**src/rtl/imem_pkg.sv**
```systemverilog
// Shared types and constants for the loadable instruction memory.
// The parity helper is only referenced when IMEM_PARITY_EN is defined.
package imem_pkg;

    localparam logic [31:0] NOP_WORD     = 32'h00000013;
    localparam int          PARITY_MAX_W = 64;

    typedef enum logic [1:0] {
        IDLE   = 2'd0,
        LOAD   = 2'd1,
        FINISH = 2'd2
    } ld_state_t;

    // Even parity: the stored bit makes the total count of ones even.
    function automatic logic even_parity(input logic [PARITY_MAX_W-1:0] word);
        return ^word;
    endfunction

endpackage

```
**src/rtl/imem_loadable_if.sv**
```systemverilog
// Fetch and loader bus of the loadable instruction memory.
// master = IF stage / boot loader side, slave = memory side.
interface imem_loadable_if #(
    parameter int ADDR_W = 6,
    parameter int DATA_W = 32,
    parameter int PC_W   = 32
);
    logic              fetch_req;
    logic [PC_W-1:0]   fetch_pc;
    logic              fetch_stall;
    logic [DATA_W-1:0] instr;
    logic              instr_valid;
    logic              fetch_fault;
    logic              busy;
    logic              ld_start;
    logic [ADDR_W-1:0] ld_base;
    logic              ld_valid;
    logic [DATA_W-1:0] ld_data;
    logic              ld_last;
    logic              ld_ready;
    logic              ld_done;
    logic              ld_ovf;
    logic              parity_err;

    modport master (
        output fetch_req, fetch_pc, fetch_stall,
        output ld_start, ld_base, ld_valid, ld_data, ld_last,
        input  instr, instr_valid, fetch_fault, busy,
        input  ld_ready, ld_done, ld_ovf, parity_err
    );

    modport slave (
        input  fetch_req, fetch_pc, fetch_stall,
        input  ld_start, ld_base, ld_valid, ld_data, ld_last,
        output instr, instr_valid, fetch_fault, busy,
        output ld_ready, ld_done, ld_ovf, parity_err
    );
endinterface

```
**src/rtl/imem_array.sv**
```systemverilog
// DEPTH-word storage, one synchronous write port and one synchronous read port.
// With IMEM_PARITY_EN defined, a parity bit is stored alongside each word.
module imem_array #(
    parameter int ADDR_W = 6,
    parameter int DATA_W = 32
) (
    input  logic              clk,
    input  logic              wr_en,
    input  logic [ADDR_W-1:0] wr_addr,
    input  logic [DATA_W-1:0] wr_data,
`ifdef IMEM_PARITY_EN
    input  logic              wr_par,
    output logic              rd_par,
`endif
    input  logic              rd_en,
    input  logic [ADDR_W-1:0] rd_addr,
    output logic [DATA_W-1:0] rd_data
);
    localparam int DEPTH = 2 ** ADDR_W;

    logic [DATA_W-1:0] mem [DEPTH];

    // Read data register only moves on an enabled read, so it holds the last fetch.
    always_ff @(posedge clk) begin
        if (wr_en) mem[wr_addr] <= wr_data;
        if (rd_en) rd_data <= mem[rd_addr];
    end

`ifdef IMEM_PARITY_EN
    logic par_mem [DEPTH];

    always_ff @(posedge clk) begin
        if (wr_en) par_mem[wr_addr] <= wr_par;
        if (rd_en) rd_par <= par_mem[rd_addr];
    end
`endif

endmodule

```
**src/rtl/imem_loadable.sv**
```systemverilog
// Instruction memory with a registered 1-cycle fetch port and a streaming loader.
// Optional stored-parity checking is enabled with IMEM_PARITY_EN.
module imem_loadable
    import imem_pkg::*;
#(
    parameter int                ADDR_W   = 6,
    parameter int                DATA_W   = 32,
    parameter int                PC_W     = 32,
    parameter logic [DATA_W-1:0] NOP_WORD = imem_pkg::NOP_WORD
) (
    input logic            clk,
    input logic            rst_n,
    imem_loadable_if.slave bus
);
    localparam logic [ADDR_W-1:0] LAST_ADDR = {ADDR_W{1'b1}};

    ld_state_t         state, state_next;
    logic [ADDR_W-1:0] ptr, ptr_next;
    logic              wr_en, ovf_next, ovf_q;
    logic              fetch_accept, addr_fault, rd_en;
    logic              valid_q, fault_q, use_ram_q;
    logic [DATA_W-1:0] rd_data;

    always_ff @(posedge clk or negedge rst_n) begin
        if (!rst_n) begin
            state <= IDLE;
            ptr   <= '0;
            ovf_q <= 1'b0;
        end else begin
            state <= state_next;
            ptr   <= ptr_next;
            ovf_q <= ovf_next;
        end
    end

    // A session ends on ld_last or after writing the top word; the pointer never wraps.
    always_comb begin
        state_next = state;
        ptr_next   = ptr;
        wr_en      = 1'b0;
        ovf_next   = 1'b0;
        case (state)
            IDLE: begin
                if (bus.ld_start) begin
                    state_next = LOAD;
                    ptr_next   = bus.ld_base;
                end
            end
            LOAD: begin
                if (bus.ld_valid) begin
                    wr_en    = 1'b1;
                    ptr_next = ptr + ADDR_W'(1);
                    if (bus.ld_last) begin
                        state_next = FINISH;
                    end else if (ptr == LAST_ADDR) begin
                        state_next = FINISH;
                        ovf_next   = 1'b1;
                    end
                end
            end
            FINISH:  state_next = IDLE;
            default: state_next = IDLE;
        endcase
    end

    assign bus.busy     = (state == LOAD);
    assign bus.ld_ready = (state == LOAD);
    assign bus.ld_done  = (state == FINISH);
    assign bus.ld_ovf   = ovf_q;

    assign fetch_accept = bus.fetch_req && !bus.fetch_stall && !bus.busy;
    assign addr_fault   = (bus.fetch_pc[1:0] != 2'b00) ||
                          (bus.fetch_pc[PC_W-1:ADDR_W+2] != '0);
    assign rd_en        = fetch_accept && !addr_fault;

    // use_ram_q selects the array word or NOP; it only changes on an accepted fetch.
    always_ff @(posedge clk or negedge rst_n) begin
        if (!rst_n) begin
            valid_q   <= 1'b0;
            fault_q   <= 1'b0;
            use_ram_q <= 1'b0;
        end else if (!bus.fetch_stall) begin
            valid_q <= fetch_accept;
            fault_q <= fetch_accept && addr_fault;
            if (fetch_accept) use_ram_q <= !addr_fault;
        end
    end

    assign bus.instr       = use_ram_q ? rd_data : NOP_WORD;
    assign bus.instr_valid = valid_q;
    assign bus.fetch_fault = fault_q;

`ifdef IMEM_PARITY_EN
    logic wr_par, rd_par;

    assign wr_par         = even_parity(PARITY_MAX_W'(bus.ld_data));
    assign bus.parity_err = valid_q && use_ram_q &&
                            (even_parity(PARITY_MAX_W'(rd_data)) != rd_par);
`else
    assign bus.parity_err = 1'b0;
`endif

    imem_array #(
        .ADDR_W (ADDR_W),
        .DATA_W (DATA_W)
    ) u_array (
        .clk     (clk),
        .wr_en   (wr_en),
        .wr_addr (ptr),
        .wr_data (bus.ld_data),
`ifdef IMEM_PARITY_EN
        .wr_par  (wr_par),
        .rd_par  (rd_par),
`endif
        .rd_en   (rd_en),
        .rd_addr (bus.fetch_pc[ADDR_W+1:2]),
        .rd_data (rd_data)
    );

endmodule

```
**src/flat_wrapper.sv**
```systemverilog
// flat-port wrapper written by rule: the top's interface ports become plain ports
module imem_loadable_flat import imem_pkg::*;
#(
    parameter int                ADDR_W   = 6,
    parameter int                DATA_W   = 32,
    parameter int                PC_W     = 32,
    parameter logic [DATA_W-1:0] NOP_WORD = imem_pkg::NOP_WORD
)
  (clk, rst_n, bus_fetch_req, bus_fetch_pc, bus_fetch_stall, bus_ld_start, bus_ld_base, bus_ld_valid, bus_ld_data, bus_ld_last, bus_instr, bus_instr_valid, bus_fetch_fault, bus_busy, bus_ld_ready, bus_ld_done, bus_ld_ovf, bus_parity_err);
  imem_loadable_if #(.ADDR_W(ADDR_W), .DATA_W(DATA_W), .PC_W(PC_W)) bus_i ();
  input logic clk;
  input logic rst_n;
  input wire logic [$bits(bus_i.fetch_req)-1:0] bus_fetch_req;
  input wire logic [$bits(bus_i.fetch_pc)-1:0] bus_fetch_pc;
  input wire logic [$bits(bus_i.fetch_stall)-1:0] bus_fetch_stall;
  input wire logic [$bits(bus_i.ld_start)-1:0] bus_ld_start;
  input wire logic [$bits(bus_i.ld_base)-1:0] bus_ld_base;
  input wire logic [$bits(bus_i.ld_valid)-1:0] bus_ld_valid;
  input wire logic [$bits(bus_i.ld_data)-1:0] bus_ld_data;
  input wire logic [$bits(bus_i.ld_last)-1:0] bus_ld_last;
  output wire logic [$bits(bus_i.instr)-1:0] bus_instr;
  output wire logic [$bits(bus_i.instr_valid)-1:0] bus_instr_valid;
  output wire logic [$bits(bus_i.fetch_fault)-1:0] bus_fetch_fault;
  output wire logic [$bits(bus_i.busy)-1:0] bus_busy;
  output wire logic [$bits(bus_i.ld_ready)-1:0] bus_ld_ready;
  output wire logic [$bits(bus_i.ld_done)-1:0] bus_ld_done;
  output wire logic [$bits(bus_i.ld_ovf)-1:0] bus_ld_ovf;
  output wire logic [$bits(bus_i.parity_err)-1:0] bus_parity_err;
  assign bus_i.fetch_req = bus_fetch_req;
  assign bus_i.fetch_pc = bus_fetch_pc;
  assign bus_i.fetch_stall = bus_fetch_stall;
  assign bus_i.ld_start = bus_ld_start;
  assign bus_i.ld_base = bus_ld_base;
  assign bus_i.ld_valid = bus_ld_valid;
  assign bus_i.ld_data = bus_ld_data;
  assign bus_i.ld_last = bus_ld_last;
  assign bus_instr = bus_i.instr;
  assign bus_instr_valid = bus_i.instr_valid;
  assign bus_fetch_fault = bus_i.fetch_fault;
  assign bus_busy = bus_i.busy;
  assign bus_ld_ready = bus_i.ld_ready;
  assign bus_ld_done = bus_i.ld_done;
  assign bus_ld_ovf = bus_i.ld_ovf;
  assign bus_parity_err = bus_i.parity_err;
  imem_loadable #(.ADDR_W(ADDR_W), .DATA_W(DATA_W), .PC_W(PC_W), .NOP_WORD(NOP_WORD)) u_core (.clk(clk), .rst_n(rst_n), .bus(bus_i));
endmodule
```
**config.mk**
```make
export PLATFORM = sky130hd
export DESIGN_NAME = imem_loadable_flat
export DESIGN_NICKNAME = d
export VERILOG_FILES = /design/src/rtl/imem_pkg.sv /design/src/rtl/imem_loadable_if.sv /design/src/rtl/imem_array.sv /design/src/rtl/imem_loadable.sv /design/src/flat_wrapper.sv
export SDC_FILE = /design/constraint.sdc
export NUM_CORES = 2
export LEC_CHECK = 0
export CAP_MARGIN = 5
export CORE_MARGIN = 2
export CORE_UTILIZATION = 40
export CTS_CLUSTER_DIAMETER = 200
export DETAILED_ROUTE_END_ITERATION = 10
export HOLD_SLACK_MARGIN = 0.03
export MAX_ROUTING_LAYER = met4
export PLACE_DENSITY = 0.55
export SYNTH_ARGS = -nofsm -noshare
export SYNTH_HDL_FRONTEND = slang
export SYNTH_SLANG_ARGS = --single-unit
```
**constraint.sdc**
```tcl
create_clock -name clk -period 8.1 [get_ports clk]
set_input_delay 1.62 -clock clk [delete_from_list [all_inputs] [get_ports clk]]
set_output_delay 1.62 -clock clk [all_outputs]
set_load 0.02 [all_outputs]
```
== Yosys cells after proc, flatten, opt, wreduce, memory -nomap -nowiden ==
Memories as Yosys holds them, arrays and structs flattened. A register that Yosys moved wholly into a read port is not among the register bits.
Index checks and enable logic that the tools add are counted.
Operators by class
  add/subtract/negate cells: 1
  equality and inequality tests: 6
  reductions and logical operators: 15
  bitwise logic cells: 1
  muxes and demuxes: 17
Operators with widths (number)
  2-to-1 mux 32 bit: 1
  nonzero test 24 bit: 1
  2-to-1 mux 6 bit: 2
  one-hot mux 6 bit (2 select lines): 1
  2-to-1 mux 1 bit: 8
  2-to-1 mux 2 bit: 4
  adder 6 x 1 -> 6 bit, second input constant: 1
  equality test 6 bit, second input constant: 1
  AND reduction 3 bit: 2
  logical AND 1 bit: 4
  != test 2 bit, second input constant: 2
  one-hot mux 2 bit (2 select lines): 1
  nonzero test 2 bit: 2
  logical NOT 1 bit: 3
  != test 3 bit, second input constant: 1
  equality test 2 x 1 -> 1 bit, second input constant: 1
  equality test 2 bit, second input constant: 1
  logical NOT 2 bit: 1
  AND reduction 2 bit: 1
  logical OR 1 bit: 1
  NOT 1 bit: 1
Word-level totals
  memories: 1
  memory bits (writable): 2048
  logic and storage cells: 47
  register bits: 12
  input bits: 77
Memories
  u_core.u_array.mem: depth 64, bits a word 32, rd ports 1, clocked after Yosys merged registers in 1, write ports 1, line imem_array.sv:21  | logic [DATA_W-1:0] mem [DEPTH];

== Longest topological paths before layout ==
  depth after elaboration: 5
  depth in mapped cells: 10

== Modules after synthesis ==
Synthesis repeated with hierarchy kept, for this count alone.
Unflattened totals
  cell total of the unflattened synthesis: 3440
  area, all modules: 79805.3 µm²
By module, submodules not included
  imem_array: cells an instance 3324, area an instance 78835.6 µm², sequential area each 62459.9 µm², instances 1
  imem_loadable: cells an instance 116, area an instance 969.7 µm², sequential area each 300.3 µm², instances 1

== Least setup slack after synthesis ==
OpenSTA, ideal clock, no wires.
  kind: input port to flip-flop
  from: in bus_fetch_pc[1]
  to: reg u_core.u_array.rd_data[0], read port of u_core.u_array.mem, enable pin
  stages: 3
  required time: 7.636 ns
  slack: 3.308 ns
  arrival time: 4.329 ns
  library setup time: 0.464 ns
  cell sequence: nor4_1 nand4_1 nor3_1
Between the ends
  word-level cells in the longest chain between the ends: 4
RTL lines
  start: declaration: line flat_wrapper.sv:14  | input wire logic [$bits(bus_i.fetch_pc)-1:0] bus_fetch_pc;
  nonzero test 2 bit: line imem_loadable.sv:72  | assign addr_fault = (bus.fetch_pc[1:0] != 2'b00) ||
  logical OR 1 bit: line imem_loadable.sv:72
  logical NOT 1 bit: line imem_loadable.sv:74  | assign rd_en = fetch_accept && !addr_fault;
  logical AND 1 bit: line imem_loadable.sv:74
  named net u_core.rd_en: line imem_loadable.sv:20  | logic fetch_accept, addr_fault, rd_en;
  end: declaration: line imem_array.sv:17  | output logic [DATA_W-1:0] rd_data
The timed path passes the listed nets, and every way through them passes these cells.
A chain may end at the register's enable or synchronous reset.

==> results.txt <==
STA puts the critical path data arrival time at 5.65 ns. The critical path class was input pin to flop. 116 I/O pins were placed. The first detailed-routing pass took 5 iterations. The biggest fanout along the worst timing path is 31. The pre-CTS setup slack is 2.088 ns, and the area of the die is 0.2028 mm2.

The count of nets left with antenna violations once routing finished came out at 0. The number of sinks handled by clock tree synthesis was 2092. For the vias after detailed routing, the log shows 37790.

The cell seen most often among critical-path stages is sky130_fd_sc_hd__buf_4. The share of flip-flops with an asynchronous set or reset after synthesis was 0.005736; the count of flip-flops with a built-in enable after synthesis was 2080. Summed over all cells, the static leakage comes to 27.89 nW.

The run gives 4561 as the count of routing violations after the opening detailed-route iteration. The average instance in the mapped netlist occupies 22.81 um2. The logs give 0.2162 for the global routing usage summed across all routing layers and 163 for the number of rows created at floorplan. STA puts the critical path data required time at 8.70 ns. The transition time at the pin with the least slew margin is 1.380 ns.

The most used flip-flop cell after synthesis is sky130_fd_sc_hd__edfxtp_1. The routed via count divided by cell count works out to 5.741. The worst-case IR drop observed on VDD is 0.1900 mV. The synthesis-to-finish area growth came out at 14.17%. The highest clock frequency the design can meet is 0.1982 GHz, and the clock-pin slew on the worst setup and hold paths is 0.06 ns. The clock arrives with 0.02584 ns of skew. For this run, the post-layout net count is 3845. Final max-slew violation count: 0. In this design, the largest share of critical-path delay is due to simple AND/OR/NAND/NOR gates. Count of input and output buffers: 114.

The run finished with clean final reports. Entering global routing, the biggest net connects 111 pins. The tools report the initial antenna violation count as 13. Headroom to the max-slew limit: 0.07128. The tools report the H-tree depth as 4. On the critical path, the stage with the largest delay is an instance of sky130_fd_sc_hd__or3_1.

The tools report the number of distinct library cell variants in the gate-level netlist after synthesis as 52. The tree is rooted in a sky130_fd_sc_hd__clkbuf_16. The final period utilization was 0.6230; the residual overflow from global routing was 0. The placed wire-length estimate came out at 119.6 mm. For the least setup slack across all paths after layout, the log shows 3.054 ns. The initial cell density of the core was 0.4033.

In this run, post-CTS repair resized a total of 0 instances. Yosys printed 0 warnings. The power per cell area was 251.8 mW/mm2; the synthesized netlist cell count was 3494. Counting the fill cells in the layout gives 16330. The post-synthesis sequential element count was 2092. STA classifies the critical path startpoint as an input pin.

The number of hold-repair buffers added at the cts stage came out at 0. Traced cell by cell, the critical path runs through buf_2 > buf_4 > or3_1 > buf_4 > o22ai_1 > nor4_1 > nor2_1 > a21oi_1. The run gives 38510 as the via count of the first global-routing pass.

Summed over all failing endpoints, the final setup total negative slack is 0 ns. The multi-input combinational cells in the finished layout cover a total of 0.01629 mm2. In the final layout, flip-flops and latches occupy 0.06276 mm2. Counting the buffers created by CTS gives 210.

In the layout the commonest cells are 2080 x sky130_fd_sc_hd__edfxtp_1, 509 x sky130_fd_sc_hd__mux4_2, 211 x sky130_fd_sc_hd__clkbuf_16, 132 x sky130_fd_sc_hd__o22ai_1, 125 x sky130_fd_sc_hd__buf_4. Count of buffering cells on the critical path with inverters included: 3. The post-synthesis sequential area ratio was 0.7875; the routed length per placed instance was 32.37 um. The most frequent standard cell in the layout excluding fill and tap cells is sky130_fd_sc_hd__edfxtp_1. When the netlist entered floorplanning its net count stood at 3572. TritonCTS built the clock tree. Setup repair after global routing left no endpoint under its margin. At the end of routability-driven placement, the weighted congestion stood at 0.7809.

Wires add up to 213.1 mm. The tightest min-delay check is of the flop to flop type. The later pin in the worst-skew pair is clocked with a latency of 0.84 ns.

The tool flagged a number of max-cap violations equal to 0. The die width was 450.4 um. Summing every instance area after synthesis gives 0.07969 mm2. The number of buffers between clock root and the deepest sink is 3.

Setup violations remaining at the end of the flow were counted as 0. The core outline area came out at 0.1976 mm2. The die is 450.4 um tall. The share of post-route cells with drive strength above 1 is 0.2707, and the biggest cell delay along the critical path is 1.03 ns. The final hold violation count is 0, and the global-route wire length before repair is 300.7 mm. The minimum period implied by the final worst setup slack was 5.046 ns. The worst setup path is captured at a flop. The number of setup buffers added after CTS is 0. After detailed routing, the number of remaining DRC violations is 0.
## layout make-up
| class | instances | area share |
|---|---|---|
| diodes | 12 | 0.0003300 |
| clock buffers | 264 | 0.06022 |
| clock inverters | 112 | 0.01075 |
| inverters | 5 | 0.0002063 |
| multi-input cells | 1206 | 0.1790 |
| flip-flops and latches | 2092 | 0.6898 |
| well taps | 2640 | 0.03630 |
| repair buffers | 252 | 0.02340 |
## cell usage after synthesis (5+ instances only)
library cell / number / area share
sky130_fd_sc_hd__buf_6: 27 / 0.0038
sky130_fd_sc_hd__a31oi_1: 5 / 0.00039
sky130_fd_sc_hd__a21oi_1: 39 / 0.0024
sky130_fd_sc_hd__nor3_1: 13 / 0.00082
sky130_fd_sc_hd__mux2i_1: 57 / 0.0072
sky130_fd_sc_hd__a211oi_1: 8 / 0.00075
sky130_fd_sc_hd__a221o_1: 5 / 0.00063
sky130_fd_sc_hd__mux2_2: 20 / 0.0028
sky130_fd_sc_hd__nor2_1: 112 / 0.0053
sky130_fd_sc_hd__nor4_1: 33 / 0.0026
sky130_fd_sc_hd__buf_1: 9 / 0.00042
sky130_fd_sc_hd__clkbuf_1: 56 / 0.0026
sky130_fd_sc_hd__o21ai_0: 23 / 0.0014
sky130_fd_sc_hd__and2_1: 33 / 0.0026
sky130_fd_sc_hd__nand2b_1: 17 / 0.0013
sky130_fd_sc_hd__edfxtp_1: 2080 / 0.78
sky130_fd_sc_hd__nand3b_1: 5 / 0.00047
sky130_fd_sc_hd__mux4_2: 509 / 0.14
sky130_fd_sc_hd__buf_4: 41 / 0.0039
sky130_fd_sc_hd__o221ai_1: 16 / 0.0018
sky130_fd_sc_hd__nor2b_1: 9 / 0.00071
sky130_fd_sc_hd__nand3_1: 30 / 0.0019
sky130_fd_sc_hd__o22ai_1: 132 / 0.010
sky130_fd_sc_hd__dfrtp_1: 12 / 0.0038
sky130_fd_sc_hd__o22a_1: 16 / 0.0018
sky130_fd_sc_hd__buf_2: 56 / 0.0035
sky130_fd_sc_hd__nand4_1: 7 / 0.00055
sky130_fd_sc_hd__o211ai_1: 10 / 0.00094
sky130_fd_sc_hd__nand2_1: 69 / 0.0032
## cells by family after synthesis
kind of cell             Yosys count  synth area share
multiplexers                     586            0.1538
buffers and inverters            196           0.01477
other                              1        0.00004706
flip-flops                      2092            0.7875
AO/OA/AOI/OAI                    275           0.02264
AND/OR/NAND/NOR                  343           0.02102
adder cells (fa/ha/maj)            1         0.0001570
## worst paths after layout
kind	start	endpoint	slack, ns	cells after the start
max in group asynchronous	rst_n	u_core.bus.fetch_fault$_DFFE_PN0N_	6.84	1
setup / recovery	bus_fetch_pc[6]	u_core.u_array.rd_data[18]$_DFFE_PP_	3.05	8
min in group asynchronous	rst_n	u_core.bus.ld_ovf$_DFF_PN0_	0.82	1
hold reg to reg	u_core.state[1]$_DFFE_PN0P_	u_core.state[0]$_DFFE_PN0P_	0.47	1
hold / removal	u_core.state[1]$_DFFE_PN0P_	u_core.state[0]$_DFFE_PN0P_	0.47	1
setup reg to reg	u_core.state[1]$_DFFE_PN0P_	u_core.u_array.mem[62][23]$_DFFE_PP_	3.95	7
## layer usage
| metal | vias to the layer above | part of all wire | wire, um | track usage |
|---|---|---|---|---|
| met5 | - | 0 | 0 | - |
| met4 | 0 | 0.021 | 4425 | 0.05055 |
| met3 | 247 | 0.070 | 14920 | 0.03859 |
| met2 | 1381 | 0.48 | 102800 | 0.3330 |
| met1 | 20680 | 0.43 | 90940 | 0.3017 |
| li1 | 15490 | - | - | - |
## flip-flops by register name, indices dropped and copies added, names as in the netlist
| name | flops |
|---|---|
| u_core.bus.fetch_fault | 1 |
| u_core.bus.instr_valid | 1 |
| u_core.bus.ld_ovf | 1 |
| u_core.ptr | 6 |
| u_core.state | 2 |
| u_core.u_array.mem | 2048 |
| u_core.u_array.rd_data | 32 |
| u_core.use_ram_q | 1 |
## per-stage QoR
step	hold slack, ns	power [mW]	instance area, um2	util	cells
6_report	0.4731	22.91	90990	0.4604	6583
4_1_cts	0.4703	23.11	90960	0.4603	6571
2_1_floorplan	0.4271	13.18	79690	-	3494
5_1_grt	0.4827	23.61	90980	0.4604	6582
3_3_place_gp	0.4478	13.91	84420	0.4272	6188
3_5_place_dp	0.4676	13.94	84500	0.4276	6195
## power by group
| part | switching, mW | internal [mW] |
|---|---|---|
| sequential | 0.0741 | 12.1 |
| clock | 4.09 | 5.14 |
| combinational | 1.01 | 0.482 |
Note: power is estimated with default switching activity, not from simulation.
